File: src/rtl/mux4_rr_arbiter.sv
`default_nettype none
// ============================================================================
// mux4_rr_arbiter
// Round-robin arbiter driving a shared 4:1 mux, with abort and watchdog release.
// Revision: 1.0
// ============================================================================
module mux4_rr_arbiter #(
    parameter int TIMEOUT = 16,
    parameter int CNT_W   = 8
) (
    input  logic       clk,
    input  logic       rst_n,
    input  logic [3:0] req,
    input  logic       done,
    output logic [3:0] gnt,
    output logic [1:0] sel,
    output logic       busy,
    output logic       timeout
);

    localparam logic [0:0] IDLE = 1'b0;
    localparam logic [0:0] BUSY = 1'b1;

    // With TIMEOUT=0 this wraps to all-ones, which is where cnt saturates.
    localparam logic [CNT_W-1:0] CNT_LAST = CNT_W'(TIMEOUT - 1);
    localparam logic             WDOG_EN  = (TIMEOUT != 0);

    logic [0:0]       state;
    logic [1:0]       ptr;
    logic [CNT_W-1:0] cnt;

    logic [3:0] rot;
    logic [1:0] off;
    logic [1:0] winner;
    logic       wdog_hit;
    logic       rel_any;

    // Rotate requests so bit 0 is the current highest-priority requester.
    assign rot = 4'({req, req} >> ptr);

    always_comb begin
        off = 2'd0;
        if (rot[0])      off = 2'd0;
        else if (rot[1]) off = 2'd1;
        else if (rot[2]) off = 2'd2;
        else if (rot[3]) off = 2'd3;
    end

    assign winner   = ptr + off;
    assign wdog_hit = WDOG_EN && (cnt == CNT_LAST);
    assign rel_any  = done || !req[sel] || wdog_hit;

    always_ff @(posedge clk or negedge rst_n) begin
        if (!rst_n) begin
            state   <= IDLE;
            gnt     <= 4'b0000;
            sel     <= 2'd0;
            busy    <= 1'b0;
            timeout <= 1'b0;
            ptr     <= 2'd0;
            cnt     <= '0;
        end else begin
            timeout <= 1'b0;
            case (state)
                IDLE: begin
                    if (|req) begin
                        state <= BUSY;
                        gnt   <= 4'b0001 << winner;
                        sel   <= winner;
                        busy  <= 1'b1;
                        cnt   <= '0;
                    end
                end
                BUSY: begin
                    if (rel_any) begin
                        state   <= IDLE;
                        gnt     <= 4'b0000;
                        busy    <= 1'b0;
                        ptr     <= sel + 2'd1;
                        // Pulse only when the watchdog alone caused the release.
                        timeout <= !done && req[sel] && wdog_hit;
                    end else if (cnt != CNT_LAST) begin
                        cnt <= cnt + 1'b1;
                    end
                end
                default: state <= IDLE;
            endcase
        end
    end

endmodule
`default_nettype wire
File: config.mk
export PLATFORM = sky130hd
export DESIGN_NAME = mux4_rr_arbiter
export DESIGN_NICKNAME = d
export VERILOG_FILES = /design/src/rtl/mux4_rr_arbiter.sv
export SDC_FILE = /design/constraint.sdc
export NUM_CORES = 1
export LEC_CHECK = 0
export BUFFER_PORTS_ARGS = -buffer_cell sky130_fd_sc_hd__buf_2
export CAP_MARGIN = 5
export CORE_MARGIN = 8
export CORE_UTILIZATION = 48
export CTS_CLUSTER_DIAMETER = 120
export DETAILED_ROUTE_END_ITERATION = 10
export PLACE_DENSITY = 0.69
export SYNTH_ARGS = -nofsm -noshare
export SYNTH_HDL_FRONTEND = slang
export SYNTH_SLANG_ARGS = --single-unit
File: constraint.sdc
create_clock -name clk -period 4.7 [get_ports clk]
set_clock_uncertainty 0.2 [all_clocks]
set_input_delay 0.94 -clock clk [delete_from_list [all_inputs] [get_ports clk]]
set_output_delay 0.94 -clock clk [all_outputs]
set_load 0.01 [all_outputs]
==> results.md <==
- WHS: approximately 290 ps
- DRT iter0 DRCs: 32
- Post-place setup slack: 1820 ps
- Clk pwr share: 0.135
- Setup TNS Final: 0 ps
- Comb power frac: 0.435
- Sequential power share: 0.429
- Most used cell, CP: a21oi_1
- CP Class: input pin to register
- # diodes: 0
- Clock tree buffer depth: 2
- Distinct cell type count after synthesis: 31
- Area Growth Syn to Fin: 9.58%
- Status: finished clean
- Synth warnings: 0
- Setup bufs post-CTS: 0
- Area of the multi-input gates: 507 sq um
- Worst endpoint required time: between 4000 and 5000 ps
- Ports: 15
- Final Cycle Share: 0.555
- Grt total ovfl: 0
- Finished Layout Cells: 151
- CTS root buf: clkbuf_4
- Worst hold start: busy
- Placed cells: 147
- CP arrival: ~2600 ps
- Drt wl/cell: 13.7 um
- FF/Latch Area: between 400 and 500 sq um
- H-tree depth: 1
- IO Port Bufs: 14
- Class of the worst hold path: register to register
- First-pass GRT wire length: between 3000 and 4000 um
- Post-layout min period: 2610 ps
- Die area: about 4000 sq um
- Drt first pass iters: 4
- Hold Fails Final Rpt: 0
- Design Area, Final: 1130 sq um
- Gr usage total: 0.108
- Critical Path Fanout Max: 8
- Crit-path slowest cell: xnor2_1
- Initial antenna violation count: 0
- Pwr/cell area: 529 nW/um^2
- Sink Count: 19
- CP startpoint: req[3]
- RSZ-0062 raised after global routing: false
- NumNets Final: between 100 and 150
- Worst setup SP type: input pin
- Internal power: 0.349 mW
- CP endpoint kind: register
- Maxcap violations: 0
- Vias: 858
- Skew-Pair Late Insertion Delay: 290 ps
- Slowest stage delay, CP: 380 ps
- Sw Pwr: 0.250 mW
- Remaining DRCs: 0
- Syn Inst Count: 110
- Worst slew pin tran: 441 ps
- Total power: 0.598 mW
- Die X: 62.4 um
- Final setup margin: about 2100 ps
- Reg2reg start: ptr[1]
- Placed cell area: about 1100 sq um
- Via density: 5.68
- Average instance area after synthesis: between 9 and 10 sq um
- Leakage: 0.549 nW
- CTS resizes: 0
- Switch share: 0.417
- Register bit total from synthesis: 19
- Placer Congestion: 0.864
- CTS Buf Count: 3
- Detailed Route WL: 2070 um
- Post-route ant nets: 0
- Placement row count: 16
- Peak supply drop: 0.360 mV
- Starting Density: 0.516
- Endpoints failing setup: 0
- Pin count of the biggest net entering global routing: 20
- Final HPWL DP: 1490 um
- Mapped Area: 1030 sq um
- Crit path cell chain: buf_2 -> nor2b_1 -> a21oi_1 -> nor2_1 -> a211oi_1 -> a21oi_1 -> ha_1 -> xor2_1 -> xnor2_1 -> o21ai_0
- Layout cells sized above 1: 0.185
- CTS Hold Bufs: 0
- Die Ht: 62.4 um
- Mapped Nets: approximately 120
- Fmax: 0.384 GHz
- Core area: 2000 sq um
- Sequential fraction of the synthesis area: 0.461
- Slew Limit Headroom: 0.706
- Clk slew on worst S/H paths: approximately 100 ps
- Vias in the first global route: 819
- Final Slew Violations: 0
- CTS tree: done
- Fin util: 0.565
- Fill count: ~200
[worst paths after layout]
check | to | slack, ps | cells past startpoint
worst max register to register | gnt[3] | 2360 | 9
worst min register to register | busy | 290 | 2
worst min-delay path | busy | 290 | 2
max in group asynchronous | busy | 3610 | 1
worst max-delay path | gnt[3] | 2090 | 10
min in group asynchronous | cnt[7] | 370 | 1
[Yosys cell counts]
cell	count	area, sq um
dfrtp_1	19	475
and3b_1	2	17.5
inv_1	5	18.8
nand4_1	1	6.26
mux2i_1	1	10.0
a21oi_1	4	20.0
nand3_1	11	55.1
xnor2_1	2	17.5
a31o_2	2	17.5
buf_6	2	22.5
a32o_1	1	10.0
nor3b_1	2	15.0
and3_1	3	18.8
nand2_4	1	11.3
nor2_1	7	26.3
a211oi_1	2	15.0
buf_2	1	5.00
nor4_1	2	12.5
mux4_2	1	22.5
o211ai_1	3	22.5
nand2_1	15	56.3
xor2_1	3	26.3
and3_2	1	7.51
nor2b_1	2	12.5
or4_1	1	7.51
nor3_1	2	10.0
ha_1	2	25.0
or2_2	1	6.26
o31ai_1	3	22.5
o21ai_0	7	35.0
clkbuf_1	1	3.75
[registers in the layout, summed over array words and instances (netlist names)]
register / flops
busy: 1
gnt: 4
sel: 2
ptr: 2
state: 1
timeout: 1
cnt: 8
[cell families (layout without fill, tap and decap cells)]
group                    after synthesis  in the layout  share of synthesized area
multiplexers                           2              2                     0.0315
adder cells (fa/ha/maj)                2              2                     0.0242
buffers and inverters                  9             23                     0.0485
XOR/XNOR                               5              5                     0.0424
AND/OR/NAND/NOR                       51             51                      0.255
flip-flops                            19             19                      0.461
AO/OA/AOI/OAI                         22             22                      0.138
[placed cells by master (no fill, tap or decap)]
cell type and count:
a211oi_1 2, a21oi_1 4, a31o_2 2, a32o_1 1, and3_1 3, and3_2 1
and3b_1 2, buf_2 14, clkbuf_1 1, clkbuf_4 3, dfrtp_1 19, ha_1 2
inv_1 5, mux2i_1 1, mux4_2 1, nand2_1 15, nand2_4 1, nand3_1 11
nand4_1 1, nor2_1 7, nor2b_1 2, nor3_1 2, nor3b_1 2, nor4_1 2
o211ai_1 3, o21ai_0 7, o31ai_1 3, or2_2 1, or4_1 1, xnor2_1 2
xor2_1 3
[final cells by class]
type / instances / share of cell area
sequential: 19 / 0.420
multi-input combinational: 82 / 0.448
timing repair buffer: 14 / 0.0619
clock buffer: 4 / 0.0232
inverter: 5 / 0.0166
tap: 27 / 0.0299
[critical path: cells and delay by family]
family                   cells  cell delay [ps]
adder cells (fa/ha/maj)      1              200
AO/OA/AOI/OAI                4              550
XOR/XNOR                     2              530
AND/OR/NAND/NOR              2              190
buffers and inverters        1              140
[power by group through the flow]
stage                     sequential [mW]  combinational, mW  clock [mW]
after detailed placement            0.259              0.258           0
final                               0.257              0.261      0.0809
after global routing                0.264              0.289      0.0907
after global placement              0.257              0.254           0
after CTS                           0.256              0.264      0.0852
after floorplan                     0.253              0.205           0
[per-layer routing]
metal	global-route usage	wire length, um	up-vias
met3	0.0376	110	2
met1	0.135	1010	413
li1	-	-	421
met2	0.168	935	22
met4	0.0342	14	0
met5	0	0	-
Note: power is estimated with default switching activity, not from simulation.
